==> src/rtl/ram_dp_port_arbiter.sv <==
// Two-requester front end for a dual-port RAM (sync write, async read) with round-robin grants and a zero-fill sequencer.
// Grants are combinational; read data returns one cycle after accept; unserved requesters hold until granted.
module ram_dp_port_arbiter #(
    parameter int                WIDTH      = 8,
    parameter int                DEPTH      = 16,
    parameter logic [WIDTH-1:0]  INIT_VALUE = '0,
    parameter int                DEPTH_LOG  = $clog2(DEPTH)
) (
    input  logic                 clk,
    input  logic                 rst,
    input  logic                 clr_start,
    output logic                 init_done,
    input  logic [1:0]           wr_valid,
    output logic [1:0]           wr_ready,
    input  logic [DEPTH_LOG-1:0] wr_addr0,
    input  logic [DEPTH_LOG-1:0] wr_addr1,
    input  logic [WIDTH-1:0]     wr_data0,
    input  logic [WIDTH-1:0]     wr_data1,
    input  logic [1:0]           rd_valid,
    output logic [1:0]           rd_ready,
    input  logic [DEPTH_LOG-1:0] rd_addr0,
    input  logic [DEPTH_LOG-1:0] rd_addr1,
    output logic [1:0]           rd_rvalid,
    output logic [WIDTH-1:0]     rd_rdata,
    output logic                 ram_we_n,
    output logic [DEPTH_LOG-1:0] ram_addr_wr,
    output logic [WIDTH-1:0]     ram_data_wr,
    output logic [DEPTH_LOG-1:0] ram_addr_rd,
    input  logic [WIDTH-1:0]     ram_data_rd
);

    typedef enum logic {
        CLEAR,
        RUN
    } state_t;

    localparam logic [DEPTH_LOG-1:0] LAST_ADDR = DEPTH_LOG'(DEPTH - 1);

    state_t               state;
    state_t               state_nxt;
    logic [DEPTH_LOG-1:0] clr_cnt;
    logic [DEPTH_LOG-1:0] clr_cnt_nxt;
    logic                 wr_pref;
    logic                 rd_pref;
    logic [1:0]           wr_gnt;
    logic [1:0]           rd_gnt;
    logic [DEPTH_LOG-1:0] rd_addr_q;

    // pref = 1 means requester 1 wins a tie (requester 0 was served last).
    function automatic logic [1:0] rr_pick(input logic [1:0] req, input logic pref);
        logic [1:0] gnt;
        case (req)
            2'b01:   gnt = 2'b01;
            2'b10:   gnt = 2'b10;
            2'b11:   gnt = pref ? 2'b10 : 2'b01;
            default: gnt = 2'b00;
        endcase
        return gnt;
    endfunction

    always_ff @(posedge clk) begin
        if (rst) begin
            state     <= CLEAR;
            clr_cnt   <= '0;
            wr_pref   <= 1'b0;
            rd_pref   <= 1'b0;
            rd_rvalid <= '0;
            rd_rdata  <= '0;
            rd_addr_q <= '0;
        end else begin
            state     <= state_nxt;
            clr_cnt   <= clr_cnt_nxt;
            rd_rvalid <= rd_gnt;
            if (wr_gnt != 2'b00) begin
                wr_pref <= wr_gnt[0];
            end
            if (rd_gnt != 2'b00) begin
                rd_pref   <= rd_gnt[0];
                rd_rdata  <= ram_data_rd;
                rd_addr_q <= ram_addr_rd;
            end
        end
    end

    always_comb begin
        state_nxt   = state;
        clr_cnt_nxt = clr_cnt;
        wr_gnt      = 2'b00;
        rd_gnt      = 2'b00;
        init_done   = 1'b0;
        ram_we_n    = 1'b1;
        ram_addr_wr = '0;
        ram_data_wr = '0;
        ram_addr_rd = rd_addr_q;

        if (!rst) begin
            case (state)
                CLEAR: begin
                    ram_we_n    = 1'b0;
                    ram_addr_wr = clr_cnt;
                    ram_data_wr = INIT_VALUE;
                    if (clr_cnt == LAST_ADDR) begin
                        state_nxt   = RUN;
                        clr_cnt_nxt = '0;
                    end else begin
                        clr_cnt_nxt = clr_cnt + 1'b1;
                    end
                end
                RUN: begin
                    init_done = 1'b1;
                    // A clear request wins the cycle outright; nobody is granted.
                    if (clr_start) begin
                        state_nxt   = CLEAR;
                        clr_cnt_nxt = '0;
                    end else begin
                        wr_gnt = rr_pick(wr_valid, wr_pref);
                        rd_gnt = rr_pick(rd_valid, rd_pref);
                    end
                end
                default: begin
                    state_nxt = CLEAR;
                end
            endcase
        end

        if (wr_gnt[0]) begin
            ram_we_n    = 1'b0;
            ram_addr_wr = wr_addr0;
            ram_data_wr = wr_data0;
        end else if (wr_gnt[1]) begin
            ram_we_n    = 1'b0;
            ram_addr_wr = wr_addr1;
            ram_data_wr = wr_data1;
        end

        if (rd_gnt[0]) begin
            ram_addr_rd = rd_addr0;
        end else if (rd_gnt[1]) begin
            ram_addr_rd = rd_addr1;
        end

        wr_ready = wr_gnt;
        rd_ready = rd_gnt;
    end

endmodule

==> config.mk <==
export PLATFORM = sky130hd
export DESIGN_NAME = ram_dp_port_arbiter
export DESIGN_NICKNAME = d
export VERILOG_FILES = /design/src/rtl/ram_dp_port_arbiter.sv
export SDC_FILE = /design/constraint.sdc
export NUM_CORES = 1
export LEC_CHECK = 0
export CAP_MARGIN = 5
export CORE_MARGIN = 4
export CORE_UTILIZATION = 38
export DETAILED_ROUTE_END_ITERATION = 16
export HOLD_SLACK_MARGIN = 0.12
export PLACE_DENSITY_LB_ADDON = 0.15
export SETUP_SLACK_MARGIN = 0.3
export SLEW_MARGIN = 20
export SYNTH_ARGS = -nofsm -noshare
export SYNTH_HDL_FRONTEND = slang
export SYNTH_SLANG_ARGS = --single-unit
==> constraint.sdc <==
create_clock -name clk -period 2.4 [get_ports clk]
set_input_delay 0.36 -clock clk [delete_from_list [all_inputs] [get_ports clk]]
set_output_delay 0.36 -clock clk [all_outputs]
set_load 0.05 [all_outputs]
# Word level (Yosys, flattened, before mapping)
# Cells that the tools add are included.
# W data, S select, Z words.
[totals] ff_bits=21 output_inout_bits=32 elab_cells=48 in_bits=47
[op_classes] n_mux=29 eq_ne=8 n_addsub=1 n_bitwise=1 reduce_logical=2
[op_table] op="$mux W4" count=8
[op_table] op="$mux W2" count=8
[op_table] op="$mux W8" count=2
[op_table] op="$pmux W2 S3" count=2
[op_table] op="$eq A2 B2 Y1 const B" count=4
[op_table] op="$pmux W4 S2" count=1
[op_table] op="$mux W1" count=7
[op_table] op="$add A4 B1 Y4 const B" count=1
[op_table] op="$eq A2 B1 Y1 const B" count=2
[op_table] op="$eq A4 B4 Y1 const B" count=1
[op_table] op="$reduce_bool A2 Y1" count=2
[op_table] op="$ne A2 B2 Y1 const B" count=1
[op_table] op="$pmux W1 S2" count=1
[op_table] op="$not A1 Y1" count=1

# Longest topological paths before layout
# Gate-level depths: netlist of the first run.
[logic_depth] ltp_word=7 ltp_mapped=6 ltp_nobuf=4

# Worst setup path before layout of the first run
# OpenSTA, ideal clock, no wires.
[synth_path] kind="input to output" startpoint="input rst" endpoint="output ram_we_n" t_required_ns=2.040 cell_stages=6 t_arrival_ns=2.069 path_slack_ns=-0.029 n_path_buf=3 path_cell_list="buf_6 nor3b_4 and3_1 buf_4 buf_6 nor3_1"
[synth_via] word_cells_on_any_way=4 cone_classes="mux (4)"
[synth_rtl] element="from (decl)" line="10" text="input logic rst,"
[synth_rtl] element="$mux W2" line="96" text="if (!rst) begin"
[synth_rtl] element="via wr_ready[0]" line="14" text="output logic [1:0] wr_ready,"
[synth_rtl] element="$mux W1" line="126" text="if (wr_gnt[0]) begin"
[synth_rtl] element="to (decl)" line="25" text="output logic ram_we_n,"
# The timed path passes the listed nets, and every way through them passes these cells.

# Worst setup path after layout of the first run
[layout_path] startpoint="input rst" endpoint="output ram_addr_rd[3]"
[layout_via] elab_chain_len=3
[layout_rtl] element="$mux W2 *" line="96"
[layout_rtl] element="$mux W4" line="138" text="end else if (rd_gnt[1]) begin"
[layout_rtl] element="$mux W4 *" line="136" text="if (rd_gnt[0]) begin"
[layout_rtl] element="to (decl)" line="28" text="output logic [DEPTH_LOG-1:0] ram_addr_rd,"
# Mark *: on every way between the ends. The rest lies on a longest branch, timed or not.

==> results of run 1 <==
[logic make-up after synthesis]
kind of cell / Yosys count / synth area share (%)
AOI/OAI and AO/OA: 52 / 29.3
adders and majority gates: 1 / 1.04
buffers and inverters: 17 / 9.59
DFF: 21 / 35.0
and+or+nand+nor: 52 / 25.0
[worst reg2reg max path, cell delays in order, from the launching register on]
cell and delay, ps:
dfxtp_1 390, buf_4 180, nor2b_1 660, a21oi_1 160, a311oi_1 290
[cells in the final DEF, fill, tap and decap left out, drive strengths merged, types with 5 or more instances in the layout]
| cell | n |
|---|---|
| nor3 | 5 |
| a21oi | 17 |
| clkdlybuf4s50 | 51 |
| dfxtp | 21 |
| a22o | 8 |
| o21ai | 13 |
| nor2 | 7 |
| nand3 | 16 |
| a311oi | 6 |
| buf | 34 |
[per-stage QoR]
stage	hold WS, ps	cell area [µm²]	power [mW]
final	407	2290	0.675
after global routing	399	2290	0.714
after CTS	403	2270	0.681
after detailed placement	471	2240	0.516
after global placement	461	2240	0.511
after floorplan	462	1200	0.412
[report_power, final]
group | total, mW | switching [mW] | internal (mW)
clock | 0.168 | 0.106 | 0.0619
sequential | 0.358 | 0.00540 | 0.353
combinational | 0.149 | 0.0578 | 0.0917
[layout make-up]
cell class,instances,area [µm²]
clock buffer,3,22.5
clock inverter,1,5.00
fill,242,734
inverter,2,7.51
multi-input combinational,105,691
sequential,21,420
tap,44,55.1
timing repair buffer,90,1090
[sequential cells by signal, summed over array words and instances (netlist names)]
signal,cells
rd_rdata,8
wr_pref,1
rd_addr_q,4
rd_rvalid,2
clr_cnt,4
state,1
rd_pref,1
[worst max path at each step]
stage,to,depth (start not counted),slack [ps],from
floorplan,ram_data_wr[0],6,360,rst
global placement,ram_addr_rd[3],5,90,rst
detailed placement,ram_addr_rd[3],5,70,rst
CTS,ram_addr_rd[2],6,310,rd_valid[1]
global route,ram_addr_rd[0],5,280,state$_SDFF_PP0_
finish,ram_addr_rd[3],5,370,rst
[metal layers]
metal / vias to the layer above / global-route usage [%] / wire length [µm]
met4: 0 / 3.17 / 15
li1: 693 / - / -
met1: 645 / 24.1 / 1640
met5: - / 0 / 0
met2: 69 / 35.6 / 2000
met3: 2 / 4.04 / 306
[repair_timing]
action,in CTS,in global routing
pin swaps,4,0
endpoints found under the hold margin,0,0
resized for setup,7,5
buffers inserted,0,0
setup endpoints to repair,20,4
==> flow_metrics.env, run 1 <==
export IMPL_tns_ps=0
export IMPL_diodes=0
export IMPL_place_inst=262
export IMPL_pre_cts_ws_ps=68.6
export IMPL_grt_pass1_vias=1383
export IMPL_max_freq_mhz=492
export IMPL_critPathKind="in2out"
export IMPL_cellPowerDensity_nw_per_um2=294
export IMPL_drc=0
export IMPL_arrival_ps=1670
export IMPL_nets=271
export IMPL_antenna_left=0
export IMPL_layout_setup_ws_ps=369
export IMPL_die_area_um2=4120
export IMPL_dp_hpwl_mm=3.32
export IMPL_drv_cap=0
export IMPL_drtIter0Drc=36
export IMPL_crit_buf_inv=2
export IMPL_synth_most_common_cell="dfxtp_1"
export IMPL_coreArea_um2=3030
export IMPL_ys_ff_latch=21
export IMPL_cts_buffers=3
export IMPL_drv_slew=0
export IMPL_rows=20
export IMPL_ys_top_cells_by_count="dfxtp_1, a21oi_1, nand3_1"
export IMPL_grt_setup_unrepaired="yes"
export IMPL_crit_chain="dlygate4sd2_1, or3b_4, o21ai_1, nand3_1, buf_12"
export IMPL_cts_tree="built"
export IMPL_reg2reg_from="state$_SDFF_PP0_"
export IMPL_start_util_pct=39.6
export IMPL_final_hold_violation_count=0
export IMPL_fin_util_pct=75.7
export IMPL_via_per_inst=5.30
export IMPL_yosys_area_top_type="dfxtp_1"
export IMPL_synth_main_ff_cell="dfxtp_1"
export IMPL_antenna_found_initial=0
export IMPL_port_buffers=78
export IMPL_skew_ps=7.07
export IMPL_r2r_cells=4
export IMPL_slowest_stage="or3b_4"
export IMPL_grt_pass1_wl_mm=6.53
export IMPL_synth_cell_types=31
export IMPL_clock_sinks=21
export IMPL_cts_root_buf="clkbuf_4"
export IMPL_tightestPinTransition_ps=799
export IMPL_rrSetupSlack_ps=630
export IMPL_fin_crit_sh_pct=84.6
export IMPL_async_flop_share_pct=0
export IMPL_htreeDepth=1
export IMPL_drt_total_wl_mm=3.97
export IMPL_grt_remaining_overflow=0
export IMPL_synth_seq_area_share_pct=35.0
export IMPL_holdPathStages=2
export IMPL_synthTopCellsByArea="dfxtp_1, a21oi_1, nand3_1, a22o_1, buf_6"
export IMPL_first_pass_iters=4
export IMPL_synth_avg_cell_area_um2=8.39
export IMPL_worstHoldEndpoint="wr_pref$_SDFFE_PP0P_"
export IMPL_place_congestion=0.779
export IMPL_netlist_area_um2=1200
export IMPL_layout_drive_gt1_share_pct=21.2
export IMPL_cp_slowest_stage_delay_ps=460
export IMPL_synth_edf_count=0
export IMPL_clk_insertion_delay_late_ps=300
export IMPL_ys_warn_count=0
export IMPL_wire_per_inst_um=14.9
export IMPL_fin_cells=266
export IMPL_critPathMaxFanout=5
export IMPL_dieWidth_um=64.2
export IMPL_p_leak_nw=0.860
export IMPL_slew_headroom_pct=46.6
export IMPL_min_period_ps=2030
export IMPL_synthToLayoutAreaGrowth_pct=91.1
export IMPL_die_height_um=64.2
export IMPL_vias=1409
export IMPL_grt_usage_pct=19.6
export IMPL_timing_rr_end="rd_pref$_SDFFE_PP0P_"
export IMPL_synth_top_area_share_pct=35.0
export IMPL_io_pins=79
export IMPL_cts_max_path_buffers=2
export IMPL_outcome="finished, final reports clean"
export IMPL_clk_pin_slew_worst_paths_ps=120
export IMPL_cp_start_kind="input port"
export IMPL_ir_drop_mv=0.274
export IMPL_syn_nets=191
export IMPL_ctsHoldBuffers=0
export IMPL_critPathRequiredTime_ps=2040
export IMPL_setup_viol=0
export IMPL_grt_max_degree=21
export IMPL_cp_top_family="simple AND/OR/NAND/NOR gates"
export IMPL_holdCritStartpoint="wr_valid[1]"
export IMPL_end_kind="output pin"
export IMPL_synth_cells=143
export IMPL_hp_class="in2reg"
No activity file was read; power rests on OpenSTA's default activity.
==> run 2, diff against run 1 <==
Settings changed: CORE_UTILIZATION 38 to 32.
Clock period 2.4 ns to 1.7 ns, I/O delays scaled along.
==> run 2 against run 1 <==
Compared with the run above:
- the flow now finishes with violations (setup timing)
- critical path depth stayed put
- die area is 16% higher
- register-to-register slack worse by 450 ps
- via count rose by 7.6%
- count of clock-buffer cells in the layout is the same
- routed wire length is 22% higher
- total power rose by 63%
- hold slack gained 52 ps
- core utilization up 4.4 points
- largest cell class unchanged
- highest routed layer unchanged
==> flow_metrics.env, run 2 (same netlist as run 1, synthesis figures left out) <==
export IMPL_clk_pin_slew_worst_paths_ps=80
export IMPL_drv_slew=0
export IMPL_fin_cells=292
export IMPL_htreeDepth=1
export IMPL_synthToLayoutAreaGrowth_pct=132
export IMPL_cts_tree="built"
export IMPL_largest_register_ffs=8
export IMPL_wire_per_inst_um=16.6
export IMPL_layout_drive_gt1_share_pct=46.7
export IMPL_tns_ps=-1240
export IMPL_antenna_left=0
export IMPL_cts_buffers=3
export IMPL_cts_max_path_buffers=2
export IMPL_p_leak_nw=1.11
export IMPL_fin_crit_sh_pct=106
export IMPL_min_period_ps=1800
export IMPL_clk_insertion_delay_late_ps=270
export IMPL_rrSetupSlack_ps=180
export IMPL_dp_hpwl_mm=3.72
export IMPL_clock_sinks=21
export IMPL_grt_setup_unrepaired="yes"
export IMPL_ctsHoldBuffers=0
export IMPL_port_buffers=78
export IMPL_cellPowerDensity_nw_per_um2=396
export IMPL_drt_total_wl_mm=4.85
export IMPL_dieWidth_um=69.2
export IMPL_largest_register="rd_rdata"
export IMPL_slowest_stage="dfxtp_2"
export IMPL_failed_checks="setup timing"
export IMPL_cp_start_kind="flip-flop"
export IMPL_nFillCells=229
export IMPL_die_area_um2=4790
export IMPL_drtIter0Drc=71
export IMPL_final_common_cell="clkdlybuf4s50_1"
export IMPL_outcome="finished with violations"
export IMPL_rows=21
export IMPL_wl_met2_mm=2.48
export IMPL_antenna_found_initial=0
export IMPL_setup_viol=18
export IMPL_coreArea_um2=3470
export IMPL_grt_remaining_overflow=0
export IMPL_grt_pass1_wl_mm=7.87
export IMPL_grt_usage_pct=19.9
export IMPL_pre_cts_ws_ps=-335
export IMPL_final_hold_violation_count=0
export IMPL_drv_cap=0
export IMPL_drc=0
export IMPL_cp_slowest_stage_delay_ps=340
export IMPL_hp_class="in2reg"
export IMPL_vias=1516
export IMPL_tightestPinTransition_ps=359
export IMPL_crit_buf_inv=2
export IMPL_place_inst=278
export IMPL_layout_setup_ws_ps=-105
export IMPL_met1_length_mm=2.01
export IMPL_ir_drop_mv=0.481
export IMPL_critPathRequiredTime_ps=1440
export IMPL_top_layer_used="met4"
export IMPL_grt_pass1_vias=1521
export IMPL_max_freq_mhz=554
export IMPL_slew_headroom_pct=76.0
export IMPL_diodes=0
export IMPL_first_pass_iters=4
export IMPL_crit_path_frequent_cell="buf_12"
export IMPL_arrival_ps=1550
export IMPL_place_congestion=0.863
export IMPL_io_pins=79
export IMPL_end_kind="output pin"
export IMPL_critPathMaxFanout=10
export IMPL_layout_common_cells="clkdlybuf4s50_1, buf_4, buf_12"
export IMPL_cp_top_family="simple AND/OR/NAND/NOR gates"
export IMPL_reg_top3="rd_rdata x8, clr_cnt x4, rd_addr_q x4"
export IMPL_route_met3_wl_um=333
export IMPL_fin_util_pct=80.2
export IMPL_skew_ps=3.03
export IMPL_via_per_inst=5.19
export IMPL_cts_root_buf="clkbuf_8"
export IMPL_nets=295
export IMPL_start_util_pct=34.6
export IMPL_critPathKind="reg2out"
export IMPL_grt_max_degree=15
export IMPL_die_height_um=69.2
export IMPL_crit_chain="nor3b_4, and3_4, buf_12, a22o_4, buf_12"
-- run 2: cell types whose count changed in the layout (fill, tap and decap cells not counted), moves of 4 or more --
cell | before | now
a22o_1 | 8 | 0
clkdlybuf4s50_1 | 51 | 40
nand3_1 | 16 | 8
nand3_4 | 0 | 5
buf_6 | 1 | 7
o21ai_4 | 0 | 4
buf_4 | 11 | 36
a221o_1 | 4 | 0
o21ai_0 | 9 | 5
a22o_4 | 0 | 8
a221o_2 | 0 | 4
-- run 2: power by group --
group,switching (mW),internal [mW]
Combinational,0.104,0.149
Clock,0.176,0.166
Sequential,0.00795,0.497
-- run 2: metal layers --
metal  global-route usage, %  vias to the layer above
met5                       0                        -
met4                    4.12                        0
met3                    6.52                        3
met2                    34.2                       63
met1                    24.3                      703
li1                        -                      747
-- run 2: worst min-delay path, cell delays in order --
cell and delay [ps]:
dlygate4sd2_1 230, buf_4 130, a311oi_1 80
-- run 2: cell type report --
class / instances / area [µm²] / share of cell area [%]
tap: 46 / 57.6 / 2.07
clock buffer: 3 / 41.3 / 1.49
sequential: 21 / 423 / 15.2
inverter: 2 / 7.51 / 0.270
multi-input combinational: 105 / 942 / 33.9
timing repair buffer: 114 / 1300 / 46.8
clock inverter: 1 / 7.51 / 0.270
-- run 2: worst paths after layout --
check             depth (start not counted)            startpoint                         to
setup / recovery                          5      state$_SDFF_PP0_             ram_data_wr[2]
setup reg to reg                          6      state$_SDFF_PP0_  rd_addr_q[1]$_SDFFE_PP0P_
hold / removal                            3           wr_valid[1]       wr_pref$_SDFFE_PP0P_
hold reg to reg                           1  wr_pref$_SDFFE_PP0P_       wr_pref$_SDFFE_PP0P_
-- run 2: what timing repair did --
action                                  4_1_cts  5_1_grt
pin swaps                                    11        8
cloned                                        0        1
gates resized for setup                      21       24
endpoints found under the setup margin       36       36
buffers inserted                              2        7
-- run 2: metrics by stage --
stage	hold slack (ps)	total power, mW	area (µm²)
after floorplan	371	0.586	1400
after global placement	462	0.743	2500
after detailed placement	469	0.750	2500
after CTS	447	1.09	2620
after global routing	483	1.14	2780
final	459	1.10	2780
